### src/rtl/if_pkg.sv
// Shared definitions for the instruction fetch unit.
//   IF_ADDR_W / IF_DATA_W : default PC and instruction-byte widths
//   fetch_state_t         : fetch sequencer states (ISSUE, WAIT, CAPTURE)
//   fifo_entry_t          : one prefetch FIFO entry {pc, instr}
package if_pkg;

  localparam int IF_ADDR_W = 8;
  localparam int IF_DATA_W = 8;

  typedef enum logic [1:0] {
    ISSUE   = 2'd0,
    WAIT    = 2'd1,
    CAPTURE = 2'd2
  } fetch_state_t;

  typedef struct packed {
    logic [IF_ADDR_W-1:0] pc;
    logic [IF_DATA_W-1:0] instr;
  } fifo_entry_t;

endpackage

### src/rtl/if_prefetch_fifo.sv
// Prefetch FIFO holding fetched {pc, instr} entries until decode accepts them.
// Ports:
//   clk, rst_n : clock, asynchronous active-low reset
//   push       : write wr_entry (ignored when full)
//   pop        : drop the head entry (ignored when empty)
//   flush      : empty the FIFO; overrides push and pop in the same cycle
//   wr_entry   : entry to write
//   head       : current head entry (registered storage, holds while not popped)
//   full/empty : occupancy flags
module if_prefetch_fifo
  import if_pkg::*;
#(
  parameter int DEPTH = 2
) (
  input  logic        clk,
  input  logic        rst_n,
  input  logic        push,
  input  logic        pop,
  input  logic        flush,
  input  fifo_entry_t wr_entry,
  output fifo_entry_t head,
  output logic        full,
  output logic        empty
);

  localparam int PTR_W = $clog2(DEPTH);
  localparam int CNT_W = PTR_W + 1;

  fifo_entry_t      mem_q [DEPTH];
  fifo_entry_t      mem_d [DEPTH];
  logic [PTR_W-1:0] wr_ptr_q, wr_ptr_d;
  logic [PTR_W-1:0] rd_ptr_q, rd_ptr_d;
  logic [CNT_W-1:0] cnt_q, cnt_d;
  logic             do_push, do_pop;

  assign full    = (cnt_q == CNT_W'(DEPTH));
  assign empty   = (cnt_q == '0);
  assign head    = mem_q[rd_ptr_q];
  assign do_push = push && !full;
  assign do_pop  = pop && !empty;

  always_comb begin
    mem_d    = mem_q;
    wr_ptr_d = wr_ptr_q;
    rd_ptr_d = rd_ptr_q;
    cnt_d    = cnt_q;
    if (flush) begin
      wr_ptr_d = '0;
      rd_ptr_d = '0;
      cnt_d    = '0;
    end else begin
      if (do_push) begin
        mem_d[wr_ptr_q] = wr_entry;
        wr_ptr_d        = wr_ptr_q + 1'b1;
      end
      if (do_pop) begin
        rd_ptr_d = rd_ptr_q + 1'b1;
      end
      // Simultaneous push and pop leave the count unchanged.
      cnt_d = cnt_q + CNT_W'(do_push) - CNT_W'(do_pop);
    end
  end

  always_ff @(posedge clk or negedge rst_n) begin
    if (!rst_n) begin
      for (int i = 0; i < DEPTH; i++) mem_q[i] <= '0;
      wr_ptr_q <= '0;
      rd_ptr_q <= '0;
      cnt_q    <= '0;
    end else begin
      mem_q    <= mem_d;
      wr_ptr_q <= wr_ptr_d;
      rd_ptr_q <= rd_ptr_d;
      cnt_q    <= cnt_d;
    end
  end

endmodule

### src/rtl/instr_fetch_unit.sv
// Instruction fetch stage: holds the PC, drives the instruction-memory address,
// waits out the memory access time, captures each byte into a prefetch FIFO and
// presents the FIFO head to decode over a valid/ready handshake.
// Ports:
//   CLK, RST_N            : clock, asynchronous active-low reset
//   ABUS / DATABUS        : instruction memory address out / data in
//   BR_TAKEN, BR_TARGET   : redirect pulse and target (flushes prefetched bytes)
//   HALT                  : level, blocks new fetches while high
//   INSTR, INSTR_PC       : FIFO head byte and the address it came from
//   INSTR_VALID/READY     : decode handshake
//   FETCH_CNT             : saturating count of captured bytes (IF_PERF_CNT_EN only)
// Build option: define IF_PERF_CNT_EN to add the FETCH_CNT port and counter.
// ADDR_W / DATA_W must match IF_ADDR_W / IF_DATA_W of if_pkg (FIFO entry layout).
module instr_fetch_unit
  import if_pkg::*;
#(
  parameter int                ADDR_W       = IF_ADDR_W,
  parameter int                DATA_W       = IF_DATA_W,
  parameter logic [ADDR_W-1:0] RESET_PC     = '0,
  parameter int                MEM_WAIT_CYC = 2,
  parameter int                FIFO_DEPTH   = 2
) (
  input  logic              CLK,
  input  logic              RST_N,
  output logic [ADDR_W-1:0] ABUS,
  input  logic [DATA_W-1:0] DATABUS,
  input  logic              BR_TAKEN,
  input  logic [ADDR_W-1:0] BR_TARGET,
  input  logic              HALT,
  output logic [DATA_W-1:0] INSTR,
  output logic [ADDR_W-1:0] INSTR_PC,
  output logic              INSTR_VALID,
  input  logic              INSTR_READY
`ifdef IF_PERF_CNT_EN
  ,
  output logic [15:0]       FETCH_CNT
`endif
);

  localparam int                WCNT_W    = (MEM_WAIT_CYC > 1) ? $clog2(MEM_WAIT_CYC) : 1;
  localparam logic [WCNT_W-1:0] WCNT_LAST = WCNT_W'(MEM_WAIT_CYC - 1);

  fetch_state_t      state_q, state_d;
  logic [ADDR_W-1:0] pc_q, pc_d;
  logic [ADDR_W-1:0] abus_q, abus_d;
  logic [WCNT_W-1:0] wcnt_q, wcnt_d;
  logic              push, flush, pop;
  logic              fifo_full, fifo_empty;
  fifo_entry_t       wr_entry, head;

  assign wr_entry    = '{pc: pc_q, instr: DATABUS};
  // A redirect flushes, so a pop in the same cycle must not consume anything.
  assign pop         = INSTR_READY && !BR_TAKEN;
  assign ABUS        = abus_q;
  assign INSTR       = head.instr;
  assign INSTR_PC    = head.pc;
  assign INSTR_VALID = !fifo_empty;

  always_comb begin
    state_d = state_q;
    pc_d    = pc_q;
    abus_d  = abus_q;
    wcnt_d  = wcnt_q;
    push    = 1'b0;
    flush   = 1'b0;
    if (BR_TAKEN) begin
      // Redirect wins from any state; an in-flight fetch is abandoned.
      flush   = 1'b1;
      pc_d    = BR_TARGET;
      wcnt_d  = '0;
      state_d = ISSUE;
    end else begin
      case (state_q)
        ISSUE: begin
          // ABUS follows PC while parked here, so a stalled fetch shows its address.
          abus_d = pc_q;
          wcnt_d = '0;
          if (!fifo_full && !HALT) state_d = WAIT;
        end
        WAIT: begin
          wcnt_d = wcnt_q + 1'b1;
          if (wcnt_q == WCNT_LAST) state_d = CAPTURE;
        end
        CAPTURE: begin
          push    = 1'b1;
          pc_d    = pc_q + 1'b1;
          state_d = ISSUE;
        end
        default: state_d = ISSUE;
      endcase
    end
  end

  always_ff @(posedge CLK or negedge RST_N) begin
    if (!RST_N) begin
      state_q <= ISSUE;
      pc_q    <= RESET_PC;
      abus_q  <= RESET_PC;
      wcnt_q  <= '0;
    end else begin
      state_q <= state_d;
      pc_q    <= pc_d;
      abus_q  <= abus_d;
      wcnt_q  <= wcnt_d;
    end
  end

  if_prefetch_fifo #(
    .DEPTH (FIFO_DEPTH)
  ) u_fifo (
    .clk      (CLK),
    .rst_n    (RST_N),
    .push     (push),
    .pop      (pop),
    .flush    (flush),
    .wr_entry (wr_entry),
    .head     (head),
    .full     (fifo_full),
    .empty    (fifo_empty)
  );

`ifdef IF_PERF_CNT_EN
  logic [15:0] fetch_cnt_q, fetch_cnt_d;

  // Counts completed captures only; redirects do not clear it.
  always_comb begin
    fetch_cnt_d = fetch_cnt_q;
    if (push && (fetch_cnt_q != 16'hFFFF)) fetch_cnt_d = fetch_cnt_q + 16'd1;
  end

  always_ff @(posedge CLK or negedge RST_N) begin
    if (!RST_N) fetch_cnt_q <= '0;
    else        fetch_cnt_q <= fetch_cnt_d;
  end

  assign FETCH_CNT = fetch_cnt_q;
`endif

endmodule

### config.mk
export PLATFORM = sky130hd
export DESIGN_NAME = instr_fetch_unit
export DESIGN_NICKNAME = d
export VERILOG_FILES = /design/src/rtl/if_pkg.sv /design/src/rtl/if_prefetch_fifo.sv /design/src/rtl/instr_fetch_unit.sv
export SDC_FILE = /design/constraint.sdc
export NUM_CORES = 1
export LEC_CHECK = 0
export ABC_AREA = 1
export CAP_MARGIN = 20
export CORE_MARGIN = 2
export CORE_UTILIZATION = 52
export DETAILED_ROUTE_END_ITERATION = 12
export PLACE_DENSITY = 0.79
export SETUP_SLACK_MARGIN = 0.05
export SLEW_MARGIN = 20
export SYNTH_ARGS = -nofsm -noshare
export SYNTH_HDL_FRONTEND = slang
export SYNTH_SLANG_ARGS = --single-unit
### constraint.sdc
create_clock -name CLK -period 1.7 [get_ports CLK]
set_input_delay 0.425 -clock CLK [delete_from_list [all_inputs] [get_ports CLK]]
set_output_delay 0.425 -clock CLK [all_outputs]
set_load 0.05 [all_outputs]
# --- Yosys cells after proc, flatten, opt, wreduce, memory -nomap -nowiden ---
# Cells that the tools add are included.
op_classes:
  muxes: 22
  addsub: 6
  order_cmp: 3
  eq_ne: 5
  n_bitwise: 4
  reduce_logical: 18
op_table:
  columns: ["cell", "count"]
  rows:
  - ["16-bit 2-to-1 mux", 4]
  - ["32-bit bitwise mux", 1]
  - ["16-bit demux with 1-bit select", 1]
  - ["8-bit 2-to-1 mux", 2]
  - ["8-bit by 1-bit adder with 8-bit output (second input constant)", 1]
  - ["1-bit 2-to-1 mux", 8]
  - ["2-bit 2-to-1 mux", 4]
  - ["3-bit inequality test (second input constant)", 2]
  - ["2-bit AND reduction", 3]
  - ["2-bit nonzero test", 3]
  - ["1-bit logical AND", 5]
  - ["2-bit equality test (second input constant)", 2]
  - ["2-bit >= comparator (second input constant)", 2]
  - ["1-bit logical NOT", 4]
  - ["2-bit logical NOT", 2]
  - ["1-bit NOT with 2-bit output", 2]
  - ["2-bit case mux with 2 select lines", 1]
  - ["1-bit adder (second input constant)", 3]
  - ["3-bit nonzero test", 1]
  - ["2-bit by 1-bit adder with 2-bit output", 1]
  - ["2-bit by 1-bit equality test with 1-bit output (second input constant)", 1]
  - ["2-bit by 1-bit < comparator with 1-bit output (second input constant)", 1]
  - ["1-bit NOT", 2]
  - ["1-bit case mux with 2 select lines", 1]
  - ["2-bit by 1-bit subtractor with 2-bit output", 1]
totals:
  reg_bits: 55

# --- Depth between registers and ports, before layout ---
# Gate-level depths: netlist (run 1).
logic_depth:
  word_depth: 7
  ltp_mapped: 10
  ltp_nobuf: 9

# --- Hierarchy ---
# A second synthesis (run 1) with hierarchy kept.
hier_totals:
  cells_unflattened: 343
  area_unflattened_um2: 2752.6
by_module_without_submodules:
  columns: ["module", "cells_per_inst", "area_per_inst_um2", "n_inst"]
  rows:
  - ["if_prefetch_fifo", 228, 1803.0, 1]
  - ["instr_fetch_unit", 115, 949.7, 1]

# --- Least setup slack after synthesis (run 1) ---
# OpenSTA, ideal clock, no wires.
synth_timing:
  path_kind: "flip-flop to output port"
  startpoint: "register u_fifo.rd_ptr_q"
  endpoint: "output port INSTR[0]"
  stages_incl_launch_ff: 4
  arrival_time_ns: 1.788
  path_buffers: 2
  path_slack_ns: -0.513
  path_cell_list: "dfrtp_1 > clkbuf_1 > clkbuf_1 > o21ai_0"
synth_via:
  elab_chain_len: 4
synth_rtl:
  columns: ["item", "line_no", "rtl"]
  rows:
  - ["start, declared", "if_prefetch_fifo.sv:32", "logic [PTR_W-1:0] rd_ptr_q, rd_ptr_d;"]
  - ["start signal, assigned", "if_prefetch_fifo.sv:73", "rd_ptr_q <= rd_ptr_d;"]
  - ["1-bit NOT with 2-bit output (not written as such)", "if_prefetch_fifo.sv:38", "assign head = mem_q[rd_ptr_q];"]
  - ["16-bit 2-to-1 mux (not written as such) (3 in series)", "if_prefetch_fifo.sv:38", null]
  - ["end, declared", "instr_fetch_unit.sv:30", "output logic [DATA_W-1:0] INSTR,"]
# No other way between the ends. The select of a mux whose other input is x is not followed.

# --- Worst setup path in the final report (run 1) ---
layout_timing:
  startpoint: "register u_fifo.rd_ptr_q"
  endpoint: "output port INSTR_PC[6]"
layout_via:
  elab_chain_len: 4
layout_rtl:
  columns: ["item", "line_no", "rtl"]
  rows:
  - ["1-bit NOT with 2-bit output (not written as such)", "if_prefetch_fifo.sv:38", null]
  - ["16-bit 2-to-1 mux (not written as such) (3 in series)", "if_prefetch_fifo.sv:38", null]
  - ["end, declared", "instr_fetch_unit.sv:31", "output logic [ADDR_W-1:0] INSTR_PC,"]
# No other way between the ends. The select of a mux whose other input is x is not followed.

==> impl_metrics.yaml, run 1 <==
run_status:
  status: "finished with violations"
  violations: "setup timing"
logic_synthesis:
  synth_top_family_by_area: "simple AND/OR/NAND/NOR gates"
  synth_compound_area_share_pct: 13.7
  synth_top_area_share_pct: 52.9
  synth_simple_gate_area_share_pct: 21.0
  netlist_instances: 317
  synthFlopType: "dfrtp_1"
  synthesis.area_sq_um: 2600
  synthesis.nets: 341
  async_flop_share_pct: 100
  synth.most_common_cell: "nand2_1"
  muxShareOfSynthArea_pct: 0.433
  ys_ff_latch: 55
  synth_xor_xnor_area_share_pct: 1.35
  synthDistinctLibCells: 26
  syn_area_per_cell_sq_um: 8.21
  synthAdderAreaFrac_pct: 1.44
  synth_edf_count: 0
  ys_top_cells_by_area: "dfrtp_1 (53%), nand2_1 (14%), o21ai_0 (11%), inv_1 (5.9%), nand3_1 (2.3%)"
  synth_common_cells: "nand2_1 (99), dfrtp_1 (55), o21ai_0 (55)"
  ys_seq_area_share_pct: 52.9
  synth_warnings: 0
  synth_area_leader_cell: "dfrtp_1"
finish:
  seq_area_sq_um: 1380
  multi_input_area_sq_um: 1090
  drive_gt1_share_pct: 21.4
  fin_nets: 401
  n_antenna_cell: 0
  n_fill_cell: 329
  area_growth_pct: 40.9
drt:
  wl_per_cell_um: 13.0
  first_pass_iters: 5
  wirelength_mm: 5.80
  ant_nets: 0
  drtIter0Drc: 177
  drc_errors: 0
  viasPerCell: 5.11
  vias: 2276
timing:
  worst_hold_slack_ns: 0.0708
  min_period_over_period_pct: 100
  clock.fmax_mhz: 588
  maxSlewHeadroom_pct: 65.1
  tightest_slew_ns: 0.523
  setup_ws_ns: -0.000419
  period_needed_ns: 1.70
  hold_viol: 0
  slew_viol_final: 0
  setup_viol: 1
  rsz0062_at_grt: "true"
  finClkSkew_ns: 0.0102
power_and_ir_drop:
  p_sw_share_pct: 38.1
  p_sw_mw: 1.65
  p_per_area_nw_per_um2: 1180
  vdd_drop_max_mv: 0.652
  internal-power_mw: 2.68
  seq_power_share_pct: 37.5
  p_leak_nw: 1.80
  p_clk_share_pct: 16.3
  combPwrFrac_pct: 46.1
floorplanning:
  ios: 46
  die_width_um: 74.7
  core_sq_um: 4790
  placementRows: 25
  dieArea_sq_um: 5580
  start_util_pct: 54.4
  dieHeight_um: 74.7
global_routing:
  antenna_found_initial: 0
  grt_max_degree: 24
  grt_pass1_vias: 2259
  grt_usage_pct: 24.0
  grt_pass1_wl_mm: 10.2
  grt_remaining_overflow: 0
clock_network:
  clk_latency_ns: 0.31
  cts_root_buf: "clkbuf_8"
  cts_sinks: 55
  htreeDepth: 2
  cts_tree: "done"
  cts_made_buffers: 5
  clock_path_buffers: 2
  clk_pin_slew_worst_paths_ns: 0.10
worst_setup_path:
  crit_top_cell: "buf_12"
  slowest_delay_ns: 0.42
  cp-end-kind: "primary output"
  critPathKind: "register to primary output"
  critPathSlowestCell: "dfrtp_1"
  r2r_start: "u_fifo.cnt_q[1]$_DFF_PN0_"
  start_kind: "register"
  critical_path.cell_chain: "buf_12 -> o21ai_2 -> buf_12"
  worstPathArrival_ns: 1.28
  startpoint: "u_fifo.rd_ptr_q$_DFFE_PN0P_"
  required_ns: 1.27
  crit_path_max_fanout: 20
placed_design:
  io_buffers: 45
  pre_cts_slack_ns: -0.203
  place_congestion: 0.804
  dp_hpwl_mm: 4.12
flow_run:
  cap_violations: 0
worst_hold_path:
  hp-class: "input port to async pin"
[state kept, by name, summed over array words and instances (netlist names)]
name	flops
u_fifo.mem_q	32
wcnt_q	1
ABUS	8
state_q	2
pc_q	8
u_fifo.wr_ptr_q	1
u_fifo.rd_ptr_q	1
u_fifo.cnt_q	2
[critical path, delay by kind of cell (launching register included)]
family	cells	cell delay, ns
flip-flops	1	0.42
buffers and inverters	2	0.34
AO/OA/AOI/OAI	1	0.20
[layout by cell type, fill, tap and decap left out, types with 2 or more instances in the layout]
cell type        instances
buf_12                  26
buf_4                   20
clkbuf_8                 5
clkdlybuf4s50_1         19
dfrtp_1                 55
ha_1                     3
inv_1                   41
nand2_1                 97
nand2_2                  3
nand3_1                 12
nor2_1                  12
nor2_4                   3
o21ai_0                 36
o21ai_1                 10
o21ai_2                 12
o21ai_4                  5
o21bai_1                 2
xor2_1                   3
[final timing paths]
| check | depth (start not counted) | slack (ns) | end |
|---|---|---|---|
| setup / recovery | 3 | -0.0004 | INSTR_PC[6] |
| hold / removal | 1 | 0.07 | u_fifo.mem_q[19]$_DFFE_PN0P_ |
| setup reg to reg | 9 | 0.20 | u_fifo.cnt_q[1]$_DFF_PN0_ |
| hold reg to reg | 2 | 0.50 | u_fifo.mem_q[12]$_DFFE_PN0P_ |
| max in group asynchronous | 2 | 1.13 | u_fifo.wr_ptr_q$_DFFE_PN0P_ |
| min in group CLK | 2 | 0.50 | u_fifo.mem_q[12]$_DFFE_PN0P_ |
[layout make-up]
cell class	instances	share of cell area (%)
well taps	67	2.29
repair buffers	67	23.9
clock inverters	2	0.341
multi-input cells	207	29.7
flip-flops and latches	55	37.6
clock buffers	6	1.98
inverters	41	4.20
[power by group through the flow]
stage	combinational [mW]	sequential (mW)	clock, mW
6_report	2.00	1.63	0.708
5_1_grt	2.11	1.65	0.783
4_1_cts	2.01	1.62	0.728
3_5_place_dp	1.91	1.65	0
3_3_place_gp	1.88	1.64	0
2_1_floorplan	0.828	1.76	0
[routing by layer]
metal	global-route usage [%]	wire length [um]
met1	31.0	2450
met2	41.0	2950
met3	4.28	264
met4	8.13	127
met5	0	0
[per-stage QoR]
stage	utilization (%)	cells	instance area, sq um	power [mW]	TNS (ns)
2_1_floorplan	-	317	2600	2.59	-2.21
3_5_place_dp	72.2	436	3460	3.55	-5.81
6_report	76.6	445	3660	4.33	-0.000419
4_1_cts	76.6	445	3660	4.36	-0.0464
3_3_place_gp	72.2	436	3460	3.52	-4.17
5_1_grt	76.6	445	3660	4.54	-0.711
[cell families after synthesis]
kind of cell,count (synthesis)
AO/OA/AOI/OAI,68
AND/OR/NAND/NOR,131
multiplexers,1
buffers and inverters,55
flip-flops,55
XOR/XNOR,4
adder cells (fa/ha/maj),3
[timing repair]
action / CTS / global route
endpoints found under the setup margin: 16 / 19
hold buffers: 0 / 0
pin swaps: 0 / 0
resized for setup: 26 / 3
hold endpoints to repair: 0 / 0
buffers inserted: 1 / 0
Note: power is estimated with default switching activity, not from simulation.
==> run 2: changes to the inputs <==
REMOVE_ABC_BUFFERS = 1   (was not set)
==> run 2 against run 1 <==
Effect of this change: wire length up 0.98%; combinational power down 2%; the flow still finishes with violations (setup timing); design area down 0.51%; via count down 0.70%; die area unchanged; register-to-register slack worse by 0.04 ns; count of clock-buffer cells in the layout unchanged; non-clock buffer count down 4; global-route usage down 0.28 points; sequential share of layout area up 0.19 points; sequential power about the same; maximum frequency about the same.
==> impl_metrics.yaml, run 2 (same netlist as run 1, synthesis figures left out) <==
run_status:
  status: "finished with violations"
  violations: "setup timing"
power_and_ir_drop:
  p_sw_share_pct: 35.8
  power_mw: 4.60
  p_clk_share_pct: 22.0
  seq_power_share_pct: 35.3
  p_leak_nw: 1.80
  p_per_area_nw_per_um2: 1260
  vdd_drop_max_mv: 0.615
  combPwrFrac_pct: 42.7
  internal-power_mw: 2.95
  p_sw_mw: 1.64
placed_design:
  place_congestion: 0.842
  dp_hpwl_mm: 4.06
  io_buffers: 45
  dp_cells: 432
floorplanning:
  placementRows: 25
  dieArea_sq_um: 5580
  dieHeight_um: 74.7
  ios: 46
  start_util_pct: 54.4
  core_sq_um: 4790
  die_width_um: 74.7
clock_network:
  htreeDepth: 2
  clk_pin_slew_worst_paths_ns: 0.10
  cts_made_buffers: 5
  cts_sinks: 55
  cts_tree: "done"
  clk_latency_ns: 0.31
  clock_path_buffers: 2
  cts_root_buf: "clkbuf_8"
  cts_hold_buffers: 0
timing:
  slew_viol_final: 0
  clock.fmax_mhz: 588
  hold_viol: 0
  setup_ws_ns: -0.00129
  worst_hold_slack_ns: 0.0864
  tns_ns: -0.00129
  setup_viol: 1
  min_period_over_period_pct: 100
  maxSlewHeadroom_pct: 73.4
  rsz0062_at_grt: "true"
  period_needed_ns: 1.70
  finClkSkew_ns: 0.00684
  tightest_slew_ns: 0.398
finish:
  drive_gt1_share_pct: 20.9
  n_antenna_cell: 0
  largest_reg_flops: 32
  largest_register: "u_fifo.mem_q"
  n_fill_cell: 338
  mostFrequentLayoutCells: "nand2_1 (97), dfrtp_1 (55), inv_1 (41)"
  final_common_cell: "nand2_1"
  post-route-util_pct: 76.2
  finalNonFillerCells: 441
  fin_nets: 397
  area_growth_pct: 40.2
drt:
  viasPerCell: 5.12
  vias: 2260
  drtIter0Drc: 185
  first_pass_iters: 5
  wl_per_cell_um: 13.3
  ant_nets: 0
  wirelength_mm: 5.85
  drc_errors: 0
flow_run:
  cap_violations: 0
global_routing:
  grt_usage_pct: 23.7
  global_route.usage.met1_pct: 30.2
  grt_max_degree: 56
  use_met2_pct: 39.3
  grt_use_met3_pct: 6.56
  grt_pass1_wl_mm: 10.1
  antenna_found_initial: 0
  busiest_layer: "met2"
  grt_remaining_overflow: 0
  grt_pass1_vias: 2252
worst_setup_path:
  critPathSlowestCell: "dfrtp_1"
  critPathKind: "register to primary output"
  start_kind: "register"
  cp-end-kind: "primary output"
  path_buf_inv: 2
  crit_path_max_fanout: 26
  path_delay_family: "flip-flops"
  slowest_delay_ns: 0.42
  crit_top_cell: "buf_12"
  r2r_slack_ns: 0.16
  critical_path.cell_chain: "buf_12 -> o21ai_2 -> buf_12"
  required_ns: 1.27
  worstPathArrival_ns: 1.28
worst_hold_path:
  hp-class: "input port to async pin"
## run 2: final cells by class
| cell class | instances | area (sq um) | share of cell area (%) |
|---|---|---|---|
| Clock buffer | 6 | 72.6 | 1.99 |
| Timing Repair Buffer | 63 | 821 | 22.5 |
| Inverter | 41 | 154 | 4.22 |
| Clock inverter | 2 | 60.1 | 1.65 |
| Sequential cell | 55 | 1380 | 37.7 |
| Tap cell | 67 | 83.8 | 2.30 |
| Multi-Input combinational cell | 207 | 1080 | 29.6 |
## run 2: repair_timing
action | CTS | global route
endpoints found under the hold margin | 0 | 0
cloned | 0 | 0
setup endpoints to repair | 16 | 27
resized for setup | 35 | 4
buffers inserted | 0 | 1
## run 2: stage by stage
| stage | setup slack [ns] | area, sq um |
|---|---|---|
| 2_1_floorplan | -0.527 | 2520 |
| 3_3_place_gp | -0.173 | 3410 |
| 3_5_place_dp | -0.249 | 3410 |
| 4_1_cts | -0.00758 | 3630 |
| 5_1_grt | -0.0840 | 3650 |
| 6_report | -0.00129 | 3650 |
## run 2: path summary, 6_finish.rpt
kind                                               from                           end  cells after the start
max                         u_fifo.rd_ptr_q$_DFFE_PN0P_                   INSTR_PC[6]                      3
max reg2reg                   u_fifo.cnt_q[0]$_DFF_PN0_     u_fifo.cnt_q[1]$_DFF_PN0_                      9
min                                               RST_N   u_fifo.mem_q[2]$_DFFE_PN0P_                      2
min reg2reg                u_fifo.mem_q[15]$_DFFE_PN0P_  u_fifo.mem_q[15]$_DFFE_PN0P_                      2
max in group asynchronous                         RST_N           pc_q[7]$_DFFE_PN0P_                      2
min in group CLK           u_fifo.mem_q[15]$_DFFE_PN0P_  u_fifo.mem_q[15]$_DFFE_PN0P_                      2
## run 2: worst reg2reg max path: stages (launching register included)
cell and delay (ns):
dfrtp_1 0.39, inv_1 0.10, nand2_2 0.09, nand2_2 0.09, nor2_1 0.05, ha_1 0.27
inv_1 0.04, ha_1 0.18, xor2_1 0.17, nor2_1 0.06
## run 2: power groups by stage
stage	logic, mW	registers (mW)	clock network (mW)
global placement	1.83	1.64	0
global route	2.07	1.65	1.07
finish	1.96	1.62	1.01
floorplan	0.793	1.77	0
CTS	1.97	1.62	1.02
detailed placement	1.86	1.65	0
## run 2: per-layer routing
metal | share of wire, % | vias to the layer above
met5 | 0 | -
met2 | 49 | 80
met1 | 44 | 1061
met3 | 6.1 | 11
li1 | - | 1108
met4 | 1.5 | 0
==> RTL change (config.mk and constraints of run 1) <==
The package constant `IF_ADDR_W` goes from 8 to 6.
--- a/src/rtl/if_pkg.sv
+++ b/src/rtl/if_pkg.sv
@@ -4,7 +4,7 @@
 //   fifo_entry_t          : one prefetch FIFO entry {pc, instr}
 package if_pkg;
 
-  localparam int IF_ADDR_W = 8;
+  localparam int IF_ADDR_W = 6;
   localparam int IF_DATA_W = 8;
 
   typedef enum logic [1:0] {
Ports: changed (resized ABUS, BR_TARGET and INSTR_PC); port bits go from 46 to 40. The function was not compared with the original's and may differ.
==> RTL change against run 1 <==
  * Register-to-register slack improved by 0.03 ns
  * Utilization down 2.4 points
  * Sequential share of layout area is 1.2 points lower
  * Setup slack improved by 0.028 ns
  * Design area fell by 12%
  * Clock skew decreased by 0.0052 ns
  * Final cell count fell by 13%
  * Sequential power is 18% lower
  * Routed wire length is 10% lower
  * Combinational power decreased by 44%
  * Sequential cell count shrank 8
  * Area after synthesis decreased by 9.0%
  * Total power is 21% lower
  * Critical endpoint is now INSTR_PC[4]
  * Largest cell class unchanged
  * Highest routed layer unchanged
==> RTL change: results (changes against run 1) <==
| Metric | Value |
|---|---|
| Status | `complete, no violations (was finished, violations left)` |
| H-Tree Depth | `2 (unchanged)` |
| GRT Resource Usage Total | `0.221 (was 0.240)` |
| Largest register by flop count | `u_fifo.mem_q (unchanged)` |
| Net Count, Synth | `309 (was 341)` |
| Port Buffers | `39 (was 45)` |
| Worst slack, placed | `-0.107 ns (was -0.203 ns)` |
| Via count | `2,067 (was 2,276)` |
| Sequential area share after synthesis | `0.497 (was 0.529)` |
| Final GP Congestion | `0.782 (was 0.804)` |
| Largest net degree at the start of global routing | `48 (was 24)` |
| Hold crit path type | `in2async (unchanged)` |
| CTS Buffer Depth | `2 (unchanged)` |
| Leak | `1.65 nW (was 1.80 nW)` |
| Synth top cells by count | `126 x nand2_1, 47 x dfrtp_1, 30 x nand4_1 (was 99 x nand2_1, 55 x dfrtp_1, 55 x o21ai_0)` |
| Hold slack | `0.0913 ns (was 0.0708 ns)` |
| Top FF cell, synth | `dfrtp_1 (unchanged)` |
| Worst setup SP type | `flop (unchanged)` |
| Ys Warns | `0 (unchanged)` |
| Setup Skew | `0.00493 ns (was 0.0102 ns)` |
| Synth Area per Inst | `8.24 um2 (was 8.21 um2)` |
| Headroom to the max-slew limit | `0.821 (was 0.651)` |
| Worst R2R Path Depth | `9 (unchanged)` |
| R2R Path End | `u_fifo.cnt_q[0] (was u_fifo.cnt_q[1])` |
| Max reg flops | `28 (was 32)` |
| First-pass GRT wire length | `8990 um (was 10,200 um)` |
| Initial antenna violation count | `0 (unchanged)` |
| Critical path type | `reg2out (unchanged)` |
| Async set-reset flop share out of synthesis | `1.00 (unchanged)` |
| Routed WL per cell | `13.4 um (was 13.0 um)` |
| TritonCTS buffer count | `5 (unchanged)` |
| WP data arrival | `1.25 ns (was 1.28 ns)` |
| DR iter-0 viols | `167 (was 177)` |
| Post-DP Area | `3000 um2 (was 3460 um2)` |
| Inst Count DP | `376 (was 436)` |
| Peak supply drop | `0.000660 V (was 0.000652 V)` |
| # setup viols final | `0 (was 1)` |
| Synth unique cells | `25 (was 26)` |
| Share of cells above drive strength 1 | `0.233 (was 0.214)` |
| Flop2flop setup slack | `0.23 ns (was 0.20 ns)` |
| Worst-Skew Late Latency | `0.30 ns` |
| Detailed Routing Iterations Pass 1 | `4 (was 5)` |
| Clock Tree Root | `clkbuf_8 (unchanged)` |
| R2R Path Start | `u_fifo.cnt_q[0] (was u_fifo.cnt_q[1])` |
| Crit path max fanout | `6 (was 20)` |
| Synth area leaders | `dfrtp_1 50%, nand2_1 20%, nand4_1 7.9% (was dfrtp_1 53%, nand2_1 14%, o21ai_0 11%)` |
| Final std cells w/o fill | `387 (was 445)` |
| Antenna cells | `0 (unchanged)` |
| Setup crit start | `u_fifo.rd_ptr_q (unchanged)` |
| Dpl hpwl | `3570 um (was 4120 um)` |
| Fin nets | `356 (was 401)` |
| Clk slew on worst S/H paths | `0.09 ns` |
==> RTL change: logic make-up after synthesis <==
logic type,after synthesis,share of synthesized area
XOR/XNOR,4,0.0148
AO/OA/AOI/OAI,18,0.0434
flip-flops,47,0.497
buffers and inverters,40,0.0867
AND/OR/NAND/NOR,175,0.342
adder cells (fa/ha/maj),3,0.0159
==> RTL change: how the worst max path moves through the flow <==
stage	end	slack, ns
finish	INSTR_PC[4]	0.03
global placement	u_fifo.cnt_q[0]	-0.07
floorplan	INSTR[1]	0.08
global route	INSTR_PC[4]	-0.04
CTS	INSTR_PC[3]	0.03
detailed placement	u_fifo.mem_q[8]	-0.11
==> RTL change: layer usage <==
| metal | GRT usage | vias up | routed length [um] |
|---|---|---|---|
| met1 | 0.271 | 999 | 2230 |
| met3 | 0.0366 | 8 | 236 |
| li1 | - | 1015 | - |
| met5 | 0 | - | 0 |
| met2 | 0.390 | 45 | 2650 |
| met4 | 0.0881 | 0 | 89 |
==> RTL change: layout make-up <==
cell class / instances / area [um2]
clock buffers: 6 / 72.6
inverters: 23 / 91.3
well taps: 52 / 65.1
clock inverters: 2 / 60.1
fillers: 315 / 1120
multi-input cells: 200 / 1050
flip-flops and latches: 47 / 1180
repair buffers: 57 / 717
==> RTL change: where the power goes <==
group | total [W] | internal (W) | switching, W
Clock | 0.000955 | 0.000588 | 0.000367
Combinational | 0.00111 | 0.000487 | 0.000625
Sequential | 0.00134 | 0.00124 | 0.000101
==> RTL change: critical path, stage by stage, from the launching register on <==
cell     delay, ns
dfrtp_1       0.41
inv_2         0.12
buf_6         0.15
nand2_1       0.06
nand2_2       0.08
buf_12        0.13
==> RTL change: repair_timing <==
action | in CTS | in global routing
buffers inserted | 2 | 0
resized for setup | 15 | 13
gates cloned | 1 | 0
setup endpoints to repair | 12 | 14
pin swaps | 2 | 9
